File: src/rtl/bit_packer.sv
// Serial-to-parallel packer: collects WIDTH bits into a word, holds it with popcount for a valid/ready consumer.
// Latency: word_valid asserts one edge after the last bit; a word completing while one is held and not taken sets sticky overflow.
// Optional parity output under BIT_PACKER_PARITY_EN.
module bit_packer #(
    parameter int WIDTH     = 8,
    parameter bit MSB_FIRST = 1'b1
) (
    input  logic                       clk,
    input  logic                       rst,
    input  logic                       bit_in,
    input  logic                       bit_valid,
    output logic [WIDTH-1:0]           word_out,
    output logic                       word_valid,
    input  logic                       word_ready,
    output logic [$clog2(WIDTH+1)-1:0] ones_count,
    output logic                       overflow,
    output logic                       busy
`ifdef BIT_PACKER_PARITY_EN
   ,output logic                       parity
`endif
);

    localparam int OC_W  = $clog2(WIDTH + 1);
    localparam int CNT_W = $clog2(WIDTH);

    typedef enum logic {EMPTY = 1'b0, FULL = 1'b1} state_t;

    state_t             state_q;
    logic [WIDTH-1:0]   sr_q, sr_d;
    logic [CNT_W-1:0]   cnt_q, cnt_d;
    logic [WIDTH-1:0]   word_q;
    logic [OC_W-1:0]    ones_q;
    logic               ovf_q;
    logic               complete;
    logic               handshake;
`ifdef BIT_PACKER_PARITY_EN
    logic               parity_q;
`endif

    function automatic logic [OC_W-1:0] popcount(input logic [WIDTH-1:0] v);
        logic [OC_W-1:0] n;
        n = '0;
        for (int i = 0; i < WIDTH; i++) begin
            n = n + OC_W'(v[i]);
        end
        return n;
    endfunction

    // sr_d already includes the incoming bit, so on completion it is the finished word.
    always_comb begin
        sr_d  = sr_q;
        cnt_d = cnt_q;
        if (bit_valid) begin
            if (MSB_FIRST) begin
                sr_d = {sr_q[WIDTH-2:0], bit_in};
            end else begin
                sr_d = {bit_in, sr_q[WIDTH-1:1]};
            end
            cnt_d = (cnt_q == CNT_W'(WIDTH - 1)) ? '0 : cnt_q + CNT_W'(1);
        end
    end

    assign complete  = bit_valid && (cnt_q == CNT_W'(WIDTH - 1));
    assign handshake = (state_q == FULL) && word_ready;

    always_ff @(posedge clk) begin
        if (rst) begin
            state_q  <= EMPTY;
            sr_q     <= '0;
            cnt_q    <= '0;
            word_q   <= '0;
            ones_q   <= '0;
            ovf_q    <= 1'b0;
`ifdef BIT_PACKER_PARITY_EN
            parity_q <= 1'b0;
`endif
        end else begin
            sr_q  <= sr_d;
            cnt_q <= cnt_d;
            case (state_q)
                EMPTY: begin
                    if (complete) begin
                        word_q   <= sr_d;
                        ones_q   <= popcount(sr_d);
`ifdef BIT_PACKER_PARITY_EN
                        parity_q <= ^sr_d;
`endif
                        state_q  <= FULL;
                    end
                end
                FULL: begin
                    if (complete && handshake) begin
                        word_q   <= sr_d;
                        ones_q   <= popcount(sr_d);
`ifdef BIT_PACKER_PARITY_EN
                        parity_q <= ^sr_d;
`endif
                    end else if (complete) begin
                        ovf_q    <= 1'b1;
                    end else if (handshake) begin
                        state_q  <= EMPTY;
                    end
                end
                default: state_q <= EMPTY;
            endcase
        end
    end

    assign word_out   = word_q;
    assign ones_count = ones_q;
    assign word_valid = (state_q == FULL);
    assign overflow   = ovf_q;
    assign busy       = (cnt_q != '0);
`ifdef BIT_PACKER_PARITY_EN
    assign parity     = parity_q;
`endif

endmodule

File: config.mk
export PLATFORM = sky130hd
export DESIGN_NAME = bit_packer
export DESIGN_NICKNAME = d
export VERILOG_FILES = /design/src/rtl/bit_packer.sv
export SDC_FILE = /design/constraint.sdc
export NUM_CORES = 1
export LEC_CHECK = 0
export CELL_PAD_IN_SITES_DETAIL_PLACEMENT = 2
export CELL_PAD_IN_SITES_GLOBAL_PLACEMENT = 2
export CORE_ASPECT_RATIO = 0.6
export CORE_MARGIN = 3
export CORE_UTILIZATION = 35
export CTS_CLUSTER_DIAMETER = 50
export DETAILED_ROUTE_END_ITERATION = 12
export HOLD_SLACK_MARGIN = 0.08
export PLACE_DENSITY = 0.85
export SKIP_CTS_REPAIR_TIMING = 1
export SLEW_MARGIN = 5
export SYNTH_ARGS = -nofsm -noshare
export SYNTH_HDL_FRONTEND = slang
export SYNTH_SLANG_ARGS = --single-unit
File: constraint.sdc
create_clock -name clk -period 6.1 [get_ports clk]
set_input_delay 1.22 -clock clk [delete_from_list [all_inputs] [get_ports clk]]
set_output_delay 1.22 -clock clk [all_outputs]
set_load 0.01 [all_outputs]
==> reports/results.txt <==
area delta synth->final = 20.7%
final setup TNS = 0 ps
Antenna Cells = 0
HP Class = flop to flop
post-synth top area cell = dfxtp_1
Min Clock Period, post-route = 5120 ps
routed length per instance = 17.3 um
CTS buffer count = 3
leak pwr = 0.580 nW
Clock Latency Late Sink = 270 ps
fill cell count = 337
CP max-delay cell = clkdlybuf4s50_1
Final Cell Area = 1460 um^2
H-tree depth = 1
utilization after layout = 0.474
Initial DRC Count = 20
Clk pin slew, worst setup/hold paths = 90 ps
number of flops mapped to enable cells by yosys = 0
IO Pins = 20
GRT overflow = 0
clock power share = 0.341
Final Cycle Share = 0.840
routability cong. = 0.753
fin cells = 174
Antenna Violating Nets Remaining = 0
PD cells = 199 nW/um^2
CTS max path bufs = 2
Cell Area, Placed = 1410 um^2
number of max-cap violations = 0
die area = 4210 um^2
delay of the slowest cell on the worst path = 690 ps
clk sinks = 25
WS Path Type = input port to flop
DRT Wirelength = 3.01 mm
top-area cell type share of the netlist area = 0.415
first-pass GRT wire length = 5.13 mm
max-slew violation count = 0
final setup vio count = 0
Critical Path RT = 6280 ps
number of global-route vias before repair = 963
top post-synthesis cells by count = dfxtp_1 (25), a21oi_1 (11), inv_1 (9), nor2_1 (9), mux2i_1 (7)
CP Max Fanout = 8
DP Wirelength = 2.32 mm
most common cell in the synthesized netlist = dfxtp_1
critical path, cell by cell = clkdlybuf4s50_1 > buf_4 > mux2i_1 > fa_1 > fa_1 > inv_1 > fa_1 > ha_1 > inv_1 > fa_1 > xnor2_1 > nand3_1 > a21oi_1
slew at the pin closest to its max-slew limit = 1090 ps
Internal = 0.222 mW
dpl cells = 170
Psw = 0.0682 mW
register area share after synthesis = 0.415
Die W = 81.8 um
Peak supply drop = 0.0954 mV
largest net degree at the start of global routing = 26
combinational share of power = 0.084
crit start category = input port
DR vias/cell = 5.01
post-synthesis cell area = 1210 um^2
status = finished, final reports clean
CP Depth = 13
critical path capture point type = flop
worst hold path cell count = 2
antenna violations before repair = 0
Port Buffers = 19
GRT Overall Usage = 0.163
Most Frequent Cell on Critical Path = fa_1
RSZ-0062 raised after global routing = false
clock root buffer = clkbuf_8
Worst Skew = 2.42 ps
syn_area_per_cell = 10.6 um^2
WP buf/inv = 4
Sw Ratio = 0.236
FFs w/ async S/R, synth = 0
Starting Density = 0.392
layout cells sized above 1 = 0.182
# DRC = 0
Nets = 148
drt pass-1 iters = 2
FF+latch count, synth = 25
Die Span Y = 51.5 um
synth warn = 0
R2R cell count = 11
top post-synthesis cells by area = dfxtp_1 (41%), fa_1 (6.6%), a211oi_2 (6.2%), ha_1 (6.2%), mux2i_1 (5.8%)
Fin. Hold Viols = 0
Worst slew margin = 0.269
Critical Path AT = 5310 ps
CTS tree = built
syn_nets = 129
core area = 3080 um^2
main flop type after synthesis = dfxtp_1
vias = 872
Fmax = 0.195 GHz
part of the power in registers = 0.575
num rows = 15
Syn Inst Count = 114
Yosys cell types = 28
CP top delay family = adder cells
[placed cells by master (no fill, tap or decap)]
| cell type | netlist | routed |
|---|---|---|
| a211oi_2 | 6 | 6 |
| a21o_1 | 1 | 1 |
| a21oi_1 | 11 | 11 |
| a21oi_2 | 4 | 4 |
| and2_4 | 1 | 1 |
| buf_4 | 1 | 1 |
| clkbuf_8 | 0 | 3 |
| clkdlybuf4s50_1 | 0 | 19 |
| clkinv_2 | 0 | 1 |
| dfxtp_1 | 25 | 25 |
| fa_1 | 4 | 4 |
| ha_1 | 6 | 6 |
| inv_1 | 9 | 9 |
| mux2_2 | 3 | 3 |
| mux2i_1 | 7 | 7 |
| nand2_4 | 1 | 1 |
| nand2b_1 | 2 | 2 |
| nand3_1 | 2 | 2 |
| nand4_1 | 1 | 1 |
| nor2_1 | 9 | 9 |
| nor2_4 | 1 | 1 |
| nor2b_1 | 4 | 4 |
| nor3_1 | 3 | 3 |
| nor3_2 | 3 | 3 |
| nor3b_1 | 1 | 1 |
| o21ai_0 | 3 | 3 |
| xnor2_1 | 1 | 1 |
[flip-flops by register name (all words and copies together), names as in the netlist]
name        count
sr_q            8
word_out        8
ones_count      4
cnt_q           3
overflow        1
word_valid      1
[worst paths after layout]
kind	from	end	slack, ps
setup / recovery	bit_valid	ones_count[2]	980
hold / removal	ones_count[2]	ones_count[2]	490
setup reg to reg	sr_q[2]	ones_count[2]	2580
hold reg to reg	ones_count[2]	ones_count[2]	490
[worst min-delay path, delay by kind of cell, from the launching register on]
family	cells	cell delay, ps
compound gates	2	130
flops	1	320
[final cells by class]
class                           count  area (um^2)  share of cell area
Clock buffer                        3         41.3              0.0283
Inverter                            9         33.8              0.0232
Sequential cell                    25          500               0.343
Timing Repair Buffer               20          198               0.136
Multi-Input combinational cell     74          627               0.430
Clock inverter                      1         5.00             0.00343
Tap cell                           42         52.6              0.0361
[power by group through the flow]
stage               clock network [mW]  registers [mW]  logic, mW
CTS                              0.102           0.167     0.0249
floorplan                            0           0.170     0.0151
detailed placement                   0           0.170     0.0250
global placement                     0           0.170     0.0227
finish                          0.0988           0.167     0.0244
global route                     0.109           0.167     0.0276
[per-stage QoR]
stage / total power [mW] / setup WS (ps) / hold slack [ps]
after floorplan: 0.185 / 1870 / 481
after global placement: 0.193 / 861 / 454
after detailed placement: 0.195 / 652 / 475
after CTS: 0.294 / 938 / 489
after global routing: 0.303 / 680 / 528
final: 0.290 / 976 / 489
[cell families after synthesis]
family	Yosys count	synth area share
buffers and inverters	15	0.0663
DFF	25	0.415
xor gates and xnor gates	1	0.00726
muxes	10	0.0860
AOI/OAI and AO/OA	25	0.155
and+or+nand+nor	28	0.142
adders and majority gates	10	0.128
[routing by layer]
metal | vias up | part of all wire | global-route usage
li1 | 424 | - | -
met1 | 427 | 0.50 | 0.225
met2 | 16 | 0.46 | 0.263
met3 | 5 | 0.037 | 0.0398
met4 | 0 | 0.0070 | 0.0249
met5 | - | 0 | 0
Power figures use the tool's default switching activity.
